## src/rtl/mux41_arb_pkg.sv

```systemverilog
// Shared types and helpers for the mux41 round-robin arbiter.
// Optional build macro used by the top: MUX41_ARB_LOCK_EN.
package mux41_arb_pkg;

  localparam int N_REQ = 4;
  localparam int SEL_W = 2;

  typedef enum logic [0:0] {
    IDLE  = 1'b0,
    GRANT = 1'b1
  } state_t;

  function automatic logic [N_REQ-1:0] onehot2(input logic [SEL_W-1:0] sel);
    logic [N_REQ-1:0] oh;
    case (sel)
      2'd0:    oh = 4'b0001;
      2'd1:    oh = 4'b0010;
      2'd2:    oh = 4'b0100;
      2'd3:    oh = 4'b1000;
      default: oh = 4'b0000;
    endcase
    return oh;
  endfunction

endpackage

```

## src/rtl/mux41_rr_arb_pick.sv

```systemverilog
// Combinational round-robin picker: first set request after ptr, wrapping mod 4.
module rr_pick4
  import mux41_arb_pkg::*;
(
  input  logic [N_REQ-1:0] req,
  input  logic [SEL_W-1:0] ptr,
  output logic [SEL_W-1:0] pick,
  output logic             any
);

  logic             found;
  logic [SEL_W-1:0] idx;

  // Scan ptr+1 .. ptr+4; the lowest offset with a request wins.
  always_comb begin
    pick  = 2'd0;
    found = 1'b0;
    idx   = 2'd0;
    for (int i = 1; i <= N_REQ; i++) begin
      idx = ptr + 2'(i);
      if (!found && req[idx]) begin
        pick  = idx;
        found = 1'b1;
      end else begin
        found = found;
      end
    end
  end

  assign any = |req;

endmodule

```

## src/rtl/mux41_rr_arb.sv

```systemverilog
// Round-robin arbiter/sequencer driving a 4:1 mux datapath over valid/ready.
// Build macro MUX41_ARB_LOCK_EN adds a lock input that extends a burst.
module mux41_rr_arb
  import mux41_arb_pkg::*;
#(
  parameter int WIDTH = 8,
  parameter int BURST = 4
) (
  input  logic             clk,
  input  logic             rst,
  input  logic [N_REQ-1:0] req_valid,
  output logic [N_REQ-1:0] req_ready,
  input  logic [WIDTH-1:0] i0,
  input  logic [WIDTH-1:0] i1,
  input  logic [WIDTH-1:0] i2,
  input  logic [WIDTH-1:0] i3,
  output logic             out_valid,
  input  logic             out_ready,
  output logic [WIDTH-1:0] out_data,
  output logic             s1,
  output logic             s0,
  output logic [N_REQ-1:0] grant,
  output logic             busy
`ifdef MUX41_ARB_LOCK_EN
  ,
  input  logic             lock
`endif
);

  localparam int CW = $clog2(BURST + 1);
  localparam logic [CW-1:0] LAST = CW'(BURST - 1);

  state_t           state_r, state_nx;
  logic [SEL_W-1:0] ptr_r, ptr_nx;
  logic [SEL_W-1:0] sel_r, sel_nx;
  logic [N_REQ-1:0] grant_r, grant_nx;
  logic [CW-1:0]    count_r, count_nx;

  logic [SEL_W-1:0] pick_s;
  logic             any_s;
  logic             beat_s;
  logic             lock_s;
  logic [WIDTH-1:0] mux_s;

`ifdef MUX41_ARB_LOCK_EN
  assign lock_s = lock;
`else
  assign lock_s = 1'b0;
`endif

  rr_pick4 u_pick (
    .req  (req_valid),
    .ptr  (ptr_r),
    .pick (pick_s),
    .any  (any_s)
  );

  // State, pointer, select, grant and beat-count registers.
  always_ff @(posedge clk) begin
    if (rst) begin
      state_r <= IDLE;
      ptr_r   <= 2'd3;
      sel_r   <= 2'd0;
      grant_r <= 4'b0000;
      count_r <= {CW{1'b0}};
    end else begin
      state_r <= state_nx;
      ptr_r   <= ptr_nx;
      sel_r   <= sel_nx;
      grant_r <= grant_nx;
      count_r <= count_nx;
    end
  end

  // Next-state: arbitrate in IDLE, count beats and decide release in GRANT.
  always_comb begin
    state_nx = state_r;
    ptr_nx   = ptr_r;
    sel_nx   = sel_r;
    grant_nx = grant_r;
    count_nx = count_r;
    case (state_r)
      IDLE: begin
        if (any_s) begin
          state_nx = GRANT;
          grant_nx = onehot2(pick_s);
          sel_nx   = pick_s;
          ptr_nx   = pick_s;
          count_nx = {CW{1'b0}};
        end else begin
          state_nx = IDLE;
        end
      end
      GRANT: begin
        if (!req_valid[sel_r]) begin
          state_nx = IDLE;
          grant_nx = 4'b0000;
          count_nx = {CW{1'b0}};
        end else if (beat_s) begin
          if (count_r == LAST && !lock_s) begin
            state_nx = IDLE;
            grant_nx = 4'b0000;
            count_nx = {CW{1'b0}};
          end else if (count_r == LAST) begin
            // Locked beats past the limit park the count at its last value.
            count_nx = count_r;
          end else begin
            count_nx = count_r + CW'(1);
          end
        end else begin
          count_nx = count_r;
        end
      end
      default: begin
        state_nx = IDLE;
        grant_nx = 4'b0000;
        count_nx = {CW{1'b0}};
      end
    endcase
  end

  // 4:1 data select driven by the registered mux select.
  always_comb begin
    case (sel_r)
      2'd0:    mux_s = i0;
      2'd1:    mux_s = i1;
      2'd2:    mux_s = i2;
      2'd3:    mux_s = i3;
      default: mux_s = {WIDTH{1'b0}};
    endcase
  end

  // Handshake outputs are live only while a grant is held.
  always_comb begin
    out_valid = 1'b0;
    out_data  = {WIDTH{1'b0}};
    req_ready = 4'b0000;
    if (state_r == GRANT) begin
      out_valid = req_valid[sel_r];
      out_data  = mux_s;
      req_ready = onehot2(sel_r) & {N_REQ{out_ready}};
    end else begin
      out_valid = 1'b0;
    end
  end

  assign beat_s = out_valid & out_ready;
  assign s1     = sel_r[1];
  assign s0     = sel_r[0];
  assign grant  = grant_r;
  assign busy   = (state_r == GRANT);

endmodule

```

## config.mk

```make
export PLATFORM = sky130hd
export DESIGN_NAME = mux41_rr_arb
export DESIGN_NICKNAME = d
export VERILOG_FILES = /design/src/rtl/mux41_arb_pkg.sv /design/src/rtl/mux41_rr_arb_pick.sv /design/src/rtl/mux41_rr_arb.sv
export SDC_FILE = /design/constraint.sdc
export NUM_CORES = 1
export LEC_CHECK = 0
export CAP_MARGIN = 30
export CELL_PAD_IN_SITES_DETAIL_PLACEMENT = 2
export CELL_PAD_IN_SITES_GLOBAL_PLACEMENT = 2
export CORE_MARGIN = 2
export CORE_UTILIZATION = 19
export DETAILED_ROUTE_END_ITERATION = 8
export PLACE_DENSITY_LB_ADDON = 0.25
export SLEW_MARGIN = 20
export SYNTH_ARGS = -nofsm -noshare
export SYNTH_HDL_FRONTEND = slang
export SYNTH_SLANG_ARGS = --single-unit
```

## constraint.sdc

```tcl
create_clock -name clk -period 2.2 [get_ports clk]
set_clock_uncertainty 0.1 [all_clocks]
set_input_delay 0.66 -clock clk [delete_from_list [all_inputs] [get_ports clk]]
set_output_delay 0.66 -clock clk [all_outputs]
set_load 0.02 [all_outputs]
```

== Word-level counts from Yosys, hierarchy flattened ==
Index checks and enable logic that the tools add are counted.

* Flip-flop bits (word level): 12
* Bits of input ports: 39
* Output and inout port bits: 20
* Word-level logic and storage cells: 78

* Add/sub/neg operators: 4
* $lt $le $gt $ge: 5
* Equality and inequality tests: 10
* Muxes and demuxes: 39
* Bitwise gates (word level): 3
* Reduce and logical (&&, ||, !) cells: 12

{| class="wikitable"
|+ Operators by type and width
! kind !! count
|-
| one-hot mux 4 bit (4 select lines) || 2
|-
| one-hot mux 8 bit (4 select lines) || 1
|-
| two-way mux 4 bit || 6
|-
| < comparator 2 x 3 -> 1 bit, second input constant || 5
|-
| two-way mux 1 bit || 13
|-
| two-way mux 3 bit || 4
|-
| binary-select mux 1 bit (select 2 bit) || 5
|-
| equality test 2 bit, second input constant || 4
|-
| two-way mux 2 bit || 4
|-
| two-way mux 8 bit || 1
|-
| one-hot mux 4 bit (2 select lines) || 1
|-
| one-hot mux 3 bit (2 select lines) || 1
|-
| adder 2 bit, second input constant || 2
|-
| AND 4 bit || 1
|-
| equality test 2 x 1 -> 1 bit, second input constant || 2
|-
| zero test 2 bit || 2
|-
| AND reduction 2 bit || 2
|-
| OR reduction 4 bit || 1
|-
| adder 3 x 1 -> 3 bit, second input constant || 1
|-
| equality test 3 x 2 -> 1 bit, second input constant || 1
|-
| logical AND 1 bit || 3
|-
| zero test 1 bit || 3
|-
| inequality test 3 x 2 -> 1 bit, second input constant || 1
|-
| inequality test 3 bit, second input constant || 1
|-
| 6 further kinds || 6
|}

== Longest topological paths before layout ==
* Word-level depth: 17
* Gate-level depth with buffers: 5
* Gate-level depth less buffers: 5

== Modules after synthesis ==
Synthesis repeated with hierarchy kept, for this count alone.

* Cell total of the unflattened synthesis: 106
* Area total of the unflattened synthesis: 933.4 um^2

{| class="wikitable"
|+ By module, submodules not included
! module !! instances !! cells an instance !! area each (um^2) !! sequential area each (um^2)
|-
| mux41_rr_arb || 1 || 92 || 852.1 || 240.2
|-
| rr_pick4 || 1 || 14 || 81.3 || 0.0
|}

== Worst setup path before layout ==
No wires, ideal clock.

* Kind: register to output
* Start point: register sel_r[0]
* End point: output port out_data[1]
* Data arrival time: 1.564 ns
* Data required time: 1.440 ns
* Setup slack: -0.124 ns
* Stages on the path, launching flop included: 4
* Path buffers: 1
* Path through: dfxtp_1 buf_2 mux4_2 and2_1

* Longest elaborated chain between the ends: 3
* Elaborated cells between the ends (all ways): 6
* Classes of those cells: 3 x eq/ne; 2 x mux; 1 x reduce/logical

{| class="wikitable"
|+ Ends and longest elaborated chain
! item !! RTL line !! source
|-
| from (decl) || mux41_rr_arb.sv:35 || <nowiki>logic [SEL_W-1:0] sel_r, sel_nx;</nowiki>
|-
| from (signal assigned) || mux41_rr_arb.sv:69 || <nowiki>sel_r <= sel_nx;</nowiki>
|-
| equality test 2 bit (tied with other cells) || mux41_rr_arb.sv:124 || <nowiki>case (sel_r)</nowiki>
|-
| one-hot mux 8 bit (4 select lines) (*) || mux41_rr_arb.sv:124 ||
|-
| two-way mux 8 bit (*) || mux41_rr_arb.sv:138 || <nowiki>if (state_r == GRANT) begin</nowiki>
|-
| to (decl) || mux41_rr_arb.sv:19 || <nowiki>output logic [WIDTH-1:0] out_data,</nowiki>
|}

Every way passes the cells marked *; elsewhere a longest branch is shown, timed or not.

== Worst setup path in the final report ==
* Start point: input port i3[7]
* End point: output port out_data[7]

* Longest elaborated chain between the ends: 2

{| class="wikitable"
|+ Ends and longest elaborated chain
! item !! RTL line !! source
|-
| from (decl) || mux41_rr_arb.sv:16 || <nowiki>input logic [WIDTH-1:0] i3,</nowiki>
|-
| one-hot mux 8 bit (4 select lines) || mux41_rr_arb.sv:124 ||
|-
| two-way mux 8 bit || mux41_rr_arb.sv:138 ||
|}

No other way between the ends.

==> impl_results.md <==
- Status: finished with violations
- Failing checks: setup timing
- Synth cell types: 40
- Period Utilization, post-route: 1.020
- Net Sw Frac: 0.3214
- Total CTS buffers: 3
- Via-to-Cell Ratio: 4.660
- Worst-Skew Late Latency: 240 ps
- Row Count: 25
- Core Area: 4755 um2
- Worst setup EP type: output pin
- Number of antenna violations at the first check in global routing: 0
- Internal: 642.0 uW
- H-tree levels: 1
- Vias in the first global route: 1299
- Slew HR: 0.7793
- Worst r2r src: sel_r[1]
- Die footprint: 5573 um2
- PortBufs: 58
- WL final: 4028 um
- I/O pin cnt: 59
- Crit Reg-Reg Endpoint: count_r[0]
- Slew Limit Fails: 0
- Iteration-0 DRC Markers: 13
- Detailed-route via count: 1165
- Reg clk slew, reported paths: 60 ps
- Min-Delay Path Class: register to register
- Minimum clock period: 2244 ps
- Dpl hpwl: 3260 um
- Routed Antenna Nets: 0
- CTS Hold Buffers Added: 0
- Fin worst setup slack: -44.35 ps
- R2R Setup Slk: 270 ps
- Drt pass-1 iters: 2
- Fin util: 0.3676
- GRT Total Usage: 0.1460
- Syn-to-layout area delta: 84.30%
- First-pass GRT wire length: 6285 um
- Tightest Pin Transition: 327.6 ps
- Final setup fails: 8
- Seq/Total Area, Yosys: 0.2533
- Worst Hold Path Cells: 1
- Filler cell count in the final layout: 530
- Non-Filler Instances: 250
- Post-synth ARST share: 0
- Leak: 0.0007665 uW
- Worst Path Required: 1440 ps
- ANT cells: 0
- Max Fclk: 445.6 MHz
- Cells after DPL: 240
- Logic pwr share: 0.471
- Mapped Nets: 142
- Layout cells sized above 1: 0.5738
- Ys Warns: 0
- Clock network fraction of total power: 0.257
- EDFF count, synth: 0
- CP Launch Type: primary input
- CP max FO: 1
- Hold Path End: count_r[2]
- Primary FF master, synth: dfxtp_1
- Total gr overflow: 0
- CTS tree: built
- RePlAce Congestion: 0.6876
- Post-synthesis cell count: 102
- Largest buffer count on any clock path: 2
- Final nets: 224
- Reg power frac: 0.272
- Die width: 74.65 um
- Clock sinks: 12
- Reg2reg path depth: 6
- Wire length per cell: 16.11 um
- Largest net degree at the start of global routing: 9
- Syn Area/Cell: 9.298 um2
- Die Y: 74.65 um
- Worst path arrival time: 1480 ps
- Cell Area, Synth: 948.4 um2
- RSZ-0062 raised after global routing: yes
- Net switching power: 304.1 uW
- Fin. Hold Viols: 0
- DRC Markers: 0
- Maximum capacitance violations: 0
- Initial core utilization: 0.1995
- Hold path start: count_r[2]
- Pwr per Cell Area: 541.3 nW/um2
- Yosys reg bits: 12
- CTS root buf: clkbuf_8
- Worst vdd ir: 0.0003555 V
- Setup CP Type: primary input to output pin
[worst max path at each step]
stage	startpoint	to	slack (ps)	cells after the start
final	i3[7]	out_data[7]	-40	4
after global routing	sel_r[0]	out_data[0]	-90	4
after CTS	sel_r[0]	out_data[3]	-50	4
after detailed placement	i0[1]	out_data[1]	-810	4
after global placement	i0[2]	out_data[2]	-780	4
after floorplan	sel_r[0]	out_data[1]	80	3
[logic make-up after synthesis]
group | count (synthesis) | share of synthesized area
muxes | 10 | 0.2243
adders and majority gates | 1 | 0.01319
AOI/OAI and AO/OA | 22 | 0.1728
and+or+nand+nor | 45 | 0.2797
DFF | 12 | 0.2533
buffers and inverters | 12 | 0.05673
[layout make-up]
type	count	area (um2)	share of cell area
multi-input cells	78	711.9	0.4073
well taps	67	83.83	0.04796
repair buffers	82	626.9	0.3586
inverters	7	26.28	0.01503
flip-flops and latches	12	244.0	0.1396
clock buffers	4	55.05	0.03150
[power by group through the flow]
stage               Clock, uW  Combinational (uW)  Sequential (uW)
floorplan                   0                 191              274
global placement            0                 399              268
detailed placement          0                 412              270
CTS                       250                 447              256
global route              267                 478              260
finish                    243                 446              257
[per-layer routing]
layer  routed length (um)  share of wire  GRT usage
met5                    0              0          0
met4                   38         0.0094    0.03175
met3                  339          0.084    0.02945
met2                 2023           0.50     0.2802
met1                 1627           0.40     0.1657
[through the flow]
stage	worst slack, ps	TNS, ps	hold slack (ps)	area (um2)	total power, uW
6_report	-44.35	-314.9	371.4	1748	946.2
5_1_grt	-91.04	-654.4	401.9	1748	1005
4_1_cts	-50.13	-380.0	374.2	1735	953.5
3_5_place_dp	-806.7	-13250	373.4	1734	682.5
3_3_place_gp	-777.0	-12410	359.3	1734	666.8
2_1_floorplan	77.66	0	352.0	953.4	464.7
[cells in the mapped netlist, types with 2 or more instances]
cell type,n,area (um2)
a21oi_1,6,30.03
and2_1,8,50.05
clkbuf_1,3,11.26
dfxtp_1,12,240.2
inv_1,7,26.28
mux4_2,8,180.2
nand2_1,7,26.28
nand3_1,2,10.01
nand3b_1,2,15.01
nor2_1,7,26.28
nor2b_1,3,18.77
nor3_1,3,15.01
o21ai_0,2,10.01
o31ai_1,2,15.01
o32ai_1,4,35.03
or2_2,2,12.51
[critical path, cell delays in order]
cell and delay (ps):
buf_2 100, mux4_2 450, and2_4 150, buf_6 120
[timing repair]
item                                    in CTS  in global routing
pin swaps                                   12                  3
buffers inserted                             5                  1
endpoints found under the setup margin      24                 14
resized for setup                          196                  2
gates cloned                                 0                  0
[state kept, by name (all words and copies together), names as in the netlist]
name	flops
sel_r	2
count_r	3
grant	4
busy	1
ptr_r	2
[cell usage in the layout (no fill, tap or decap), types with 2 or more instances in the layout]
master           instances
mux4_2                   8
o32ai_1                  4
or2_2                    2
buf_12                   2
buf_4                   23
buf_6                   11
dlygate4sd2_1            6
nand2_1                  7
inv_1                    7
nor3_2                   3
o21ai_0                  2
clkdlybuf4s50_1          6
dfxtp_1                 11
and2_4                   9
nand3_1                  2
buf_2                   33
nor2_1                   7
a21oi_1                  6
nor2b_1                  3
clkbuf_8                 4
mux2i_4                  2
nand3b_1                 2
(Power assumes the default switching activity.)
